## config.mk

```make
export PLATFORM = sky130hd
export DESIGN_NAME = register_file
export DESIGN_NICKNAME = d
export VERILOG_FILES = /design/src/rtl/register_file.sv
export SDC_FILE = /design/constraint.sdc
export NUM_CORES = 1
export LEC_CHECK = 0
export ABC_CLOCK_PERIOD_IN_PS = 3100
export BUFFER_PORTS_ARGS = -buffer_cell sky130_fd_sc_hd__clkbuf_2
export CAP_MARGIN = 15
export CORE_MARGIN = 8
export CORE_UTILIZATION = 25
export CTS_CLUSTER_SIZE = 40
export DETAILED_ROUTE_END_ITERATION = 8
export HOLD_SLACK_MARGIN = 0.1
export PLACE_DENSITY = 0.42
export SYNTH_ARGS = -nofsm -noshare
export SYNTH_HDL_FRONTEND = slang
export SYNTH_SLANG_ARGS = --single-unit
```

## constraint.sdc

```tcl
create_clock -name clk -period 3.1 [get_ports clk]
set_clock_uncertainty 0.05 [all_clocks]
set_input_delay 0 -clock clk [delete_from_list [all_inputs] [get_ports clk]]
set_output_delay 0 -clock clk [all_outputs]
set_load 0.01 [all_outputs]
```

## src/rtl/register_file.sv

```systemverilog
// register_file: 2**N x W-bit register file with one write port and two
// independent combinational read ports. Register 0 is hardwired to zero.
// Reset is synchronous and active-low. It clears every register and wins
// over a write in the same cycle.
// Optional feature: define REGFILE_BYPASS_EN to forward write data to a read
// port that addresses the register being written, before the clock edge.
// The default build (macro undefined) reads only stored contents.
module register_file #(
    parameter int N = 4,
    parameter int W = 16
) (
    input  logic         clk,
    input  logic         rst,
    input  logic         we,
    input  logic [N-1:0] addr_rd,
    input  logic [N-1:0] addr_rs1,
    input  logic [N-1:0] addr_rs2,
    input  logic [W-1:0] data_in,
    output logic [W-1:0] rs1,
    output logic [W-1:0] rs2
);

    localparam int DEPTH = 2 ** N;

    logic [W-1:0] regs [DEPTH];
    logic         wr_en;

    // A write to address 0 is dropped here, so regs[0] is never loaded.
    assign wr_en = we && (addr_rd != '0);

    // Storage update: the synchronous clear takes priority over a write.
    always_ff @(posedge clk) begin
        if (!rst) begin
            // NOTE: clearing the whole array on reset makes this flop-based
            // storage rather than an inferable RAM. This is intended, because
            // every register must read zero after reset.
            for (int i = 0; i < DEPTH; i++) begin
                regs[i] <= '0;
            end
        end else if (wr_en) begin
            // NOTE: non-blocking, so a read in the write cycle still returns
            // the old contents until the edge.
            regs[addr_rd] <= data_in;
        end
    end

    // Read ports: zero-latency lookup, optional forwarding, r0 forced to zero.
    always_comb begin
        // NOTE: both outputs get a value first on every path, which prevents
        // latch inference.
        rs1 = regs[addr_rs1];
        rs2 = regs[addr_rs2];
`ifdef REGFILE_BYPASS_EN
        // Forward only when the write will actually happen. Reset suppresses
        // forwarding.
        if (rst && wr_en && (addr_rs1 == addr_rd)) rs1 = data_in;
        if (rst && wr_en && (addr_rs2 == addr_rd)) rs2 = data_in;
`endif
        if (addr_rs1 == '0) rs1 = '0;
        if (addr_rs2 == '0) rs2 = '0;
    end

endmodule

```

==> flow_metrics.tcl <==
set metrics [dict create \
    worstPathBufferInverterCount 1 \
    synth_area_leaders "edfxtp_1 55%, mux4_2 11%, and2_1 11%" \
    dpl-instance-area_um2 14400 \
    yosysWarningCount 0 \
    cts_max_level 1 \
    whs_ps 208 \
    die-area_um2 60100 \
    fp-row-count 84 \
    dp_cells 1648 \
    die_w_um 245 \
    seqPwrFrac_pct 47.8 \
    power.leakage_nw 5.52 \
    clk_pin_slew_ps 60 \
    setup_viol 0 \
    p_int_mw 6.05 \
    grt_max_degree 40 \
    cts_made_buffers 27 \
    cpPeakStageDelay_ps 430 \
    start_util_pct 25.1 \
    pwr-share-clk_pct 39.4 \
    yosys.area_share.simple_pct 14.7 \
    core_um2 52200 \
    nets 1040 \
    relSlewSlack_pct 34.6 \
    synth_compound_area_share_pct 6.12 \
    ys.flop_type "edfxtp_1" \
    fin_util_pct 29.5 \
    p_per_area_nw_per_um2 527 \
    crit_path_start_kind "flop" \
    fill_cells 5193 \
    timing.critical_path.mode_cell "a21oi_1" \
    critPathMaxFanout 2 \
    grt_overflow_total 0 \
    slew_viol_final 0 \
    grt_pass1_wl_um 64000 \
    required_ps 3050 \
    drtIter0Drc 506 \
    io_buffers 62 \
    tns_ps 0 \
    syn-num-nets 962 \
    synth_edf_count 241 \
    grt_usage_pct 14.5 \
    syn_area_per_cell_um2 14.1 \
    ys_seq_area_share_pct 55.1 \
    die_h_um 245 \
    worstPathArrival_ps 2270 \
    post_cts_resized 0 \
    crit_path_top_delay_cell "a21oi_1" \
    gp_congestion 0.731 \
    switching_power_mw 2.07 \
    fin_cells 1719 \
    post-route-min-period_ps 2320 \
    synth_cell_types 36 \
    worst_pin_slew_ps 980 \
    timing.final.crit_share_pct 74.8 \
    num_vias 8123 \
    p_sw_share_pct 25.5 \
    dpl.hpwl_um 28200 \
    crit_type "reg2out" \
    fmax_mhz 431 \
    end_kind "primary output" \
    wire_per_inst_um 25.7 \
    synth_area_um2 13100 \
    grt_pass1_vias 8602 \
    hold_path_class "in2reg" \
    drv_cap 0 \
    drt_drc_violations_left 0 \
    cts_tree "built" \
    final_hold_viol_count 0 \
    root_buffer "clkbuf_16" \
    fin_ws_ps 781 \
    grt_antenna_before_repair 2 \
    synth_top_family_by_area "multiplexers" \
    post_cts.repair.setup_buffers 0 \
    clockBufferDepth 3 \
    critical-path-top-delay-family "compound AO/OA/AOI/OAI gates" \
    crit_chain "mux2_2 -> a221o_1 -> a21oi_1 -> a21oi_1 -> clkbuf_2" \
    drive_above_1_share_pct 25.5 \
    top_regs "regs: 241 flops" \
    cts_sinks 241 \
    largest_register_ffs 241 \
    dr.pass1.iters 5 \
    dp_slack_ps 872 \
    status "finished clean" \
    peakVddDrop_mv 0.364 \
    yosysTopAreaCellShare_pct 55.1 \
    power_mw 8.12 \
    top_register "regs" \
    vias_per_cell 4.73 \
    yosys.area_share.adder_pct 0 \
    rsz0062_at_grt "false" \
    design_area_um2 15400 \
    pin_count 63 \
    synthCells 931 \
    wirelength_um 44200 \
    ant_nets 0 \
    synth.largest_area_cell "edfxtp_1" \
    combPwrFrac_pct 12.8 \
    synth-seq-cells 241 \
    synth.area.mux_share_pct 21.0 \
    async_flop_share_pct 0 \
    synth_xor_area_share_pct 0 \
    syn_to_final_growth_pct 17.4 \
]
==> logic make-up after synthesis <==
| logic type | count (synthesis) |
|---|---|
| simple gates | 294 |
| flops | 241 |
| mux | 189 |
| compound gates | 121 |
| buf+inv | 85 |
| other cells | 1 |
==> path summary, 6_finish.rpt <==
path                  slack (ps)  cells past startpoint                         to                      from
worst max-delay path         780                      5                     rs1[8]  regs[2][8]$_SDFFCE_PN0P_
worst min-delay path         210                      4  regs[2][14]$_SDFFCE_PN0P_                addr_rd[3]
==> worst min-delay path: stages <==
cell	delay, ps
clkbuf_2	200
nor3_4	60
buf_4	200
and2_1	170
==> layout by cell type (no fill, tap or decap), types with 7 or more instances in the layout <==
| master | n |
|---|---|
| dlygate4sd3_1 | 20 |
| a221o_1 | 15 |
| mux2i_1 | 105 |
| and2_1 | 241 |
| mux2_2 | 17 |
| clkbuf_2 | 59 |
| edfxtp_1 | 241 |
| o22ai_1 | 14 |
| clkbuf_1 | 10 |
| nand2b_1 | 10 |
| clkinv_2 | 7 |
| o21ai_2 | 9 |
| nor2_2 | 9 |
| clkbuf_16 | 27 |
| a22oi_1 | 15 |
| a2111oi_0 | 15 |
| buf_4 | 50 |
| a21oi_1 | 47 |
| nor2_1 | 15 |
| mux4_2 | 67 |
==> final cells by class <==
cell class,count,area (um^2),area share [%]
clock inverter,13,141,0.917
timing repair buffer,132,931,6.04
multi-input combinational,605,5520,35.8
clock buffer,37,713,4.63
antenna,1,2.50,0.0162
inverter,2,7.51,0.0487
sequential,241,7240,46.9
tap,688,861,5.58
==> per-layer routing <==
layer  global-route usage [%]  share of wire [%]  wire, um  vias to the layer above
li1                         -                  -         -                     3706
met1                     19.0                 44     19600                     4169
met2                     25.0                 50     21900                      190
met3                     2.12                3.9      1740                       54
met4                     3.66                2.0       903                        4
met5                        0              0.061        27                        -
==> Yosys cell counts, types with 9 or more instances <==
| cell type | count |
|---|---|
| nor2_2 | 9 |
| clkbuf_1 | 33 |
| a22oi_1 | 15 |
| mux2i_1 | 105 |
| a221o_1 | 15 |
| and2_1 | 241 |
| buf_2 | 38 |
| o22ai_1 | 14 |
| o21ai_0 | 10 |
| mux4_2 | 67 |
| a21oi_1 | 47 |
| a2111oi_0 | 15 |
| edfxtp_1 | 241 |
| nor2_1 | 15 |
| mux2_2 | 17 |
| nand2b_1 | 10 |
==> power by group through the flow <==
stage | Clock [mW] | Sequential, mW | Combinational [mW]
6_report | 3.20 | 3.88 | 1.04
2_1_floorplan | 0 | 3.90 | 0.619
4_1_cts | 3.28 | 3.88 | 1.06
5_1_grt | 3.40 | 3.90 | 1.12
3_5_place_dp | 0 | 3.95 | 1.04
3_3_place_gp | 0 | 3.95 | 1.04
==> timing repair <==
| item | in CTS | in global routing |
|---|---|---|
| hold buffers | 20 | 0 |
| endpoints found under the hold margin | 245 | 0 |
| endpoints found under the setup margin | 0 | 0 |
Note: power is estimated with default switching activity, not from simulation.
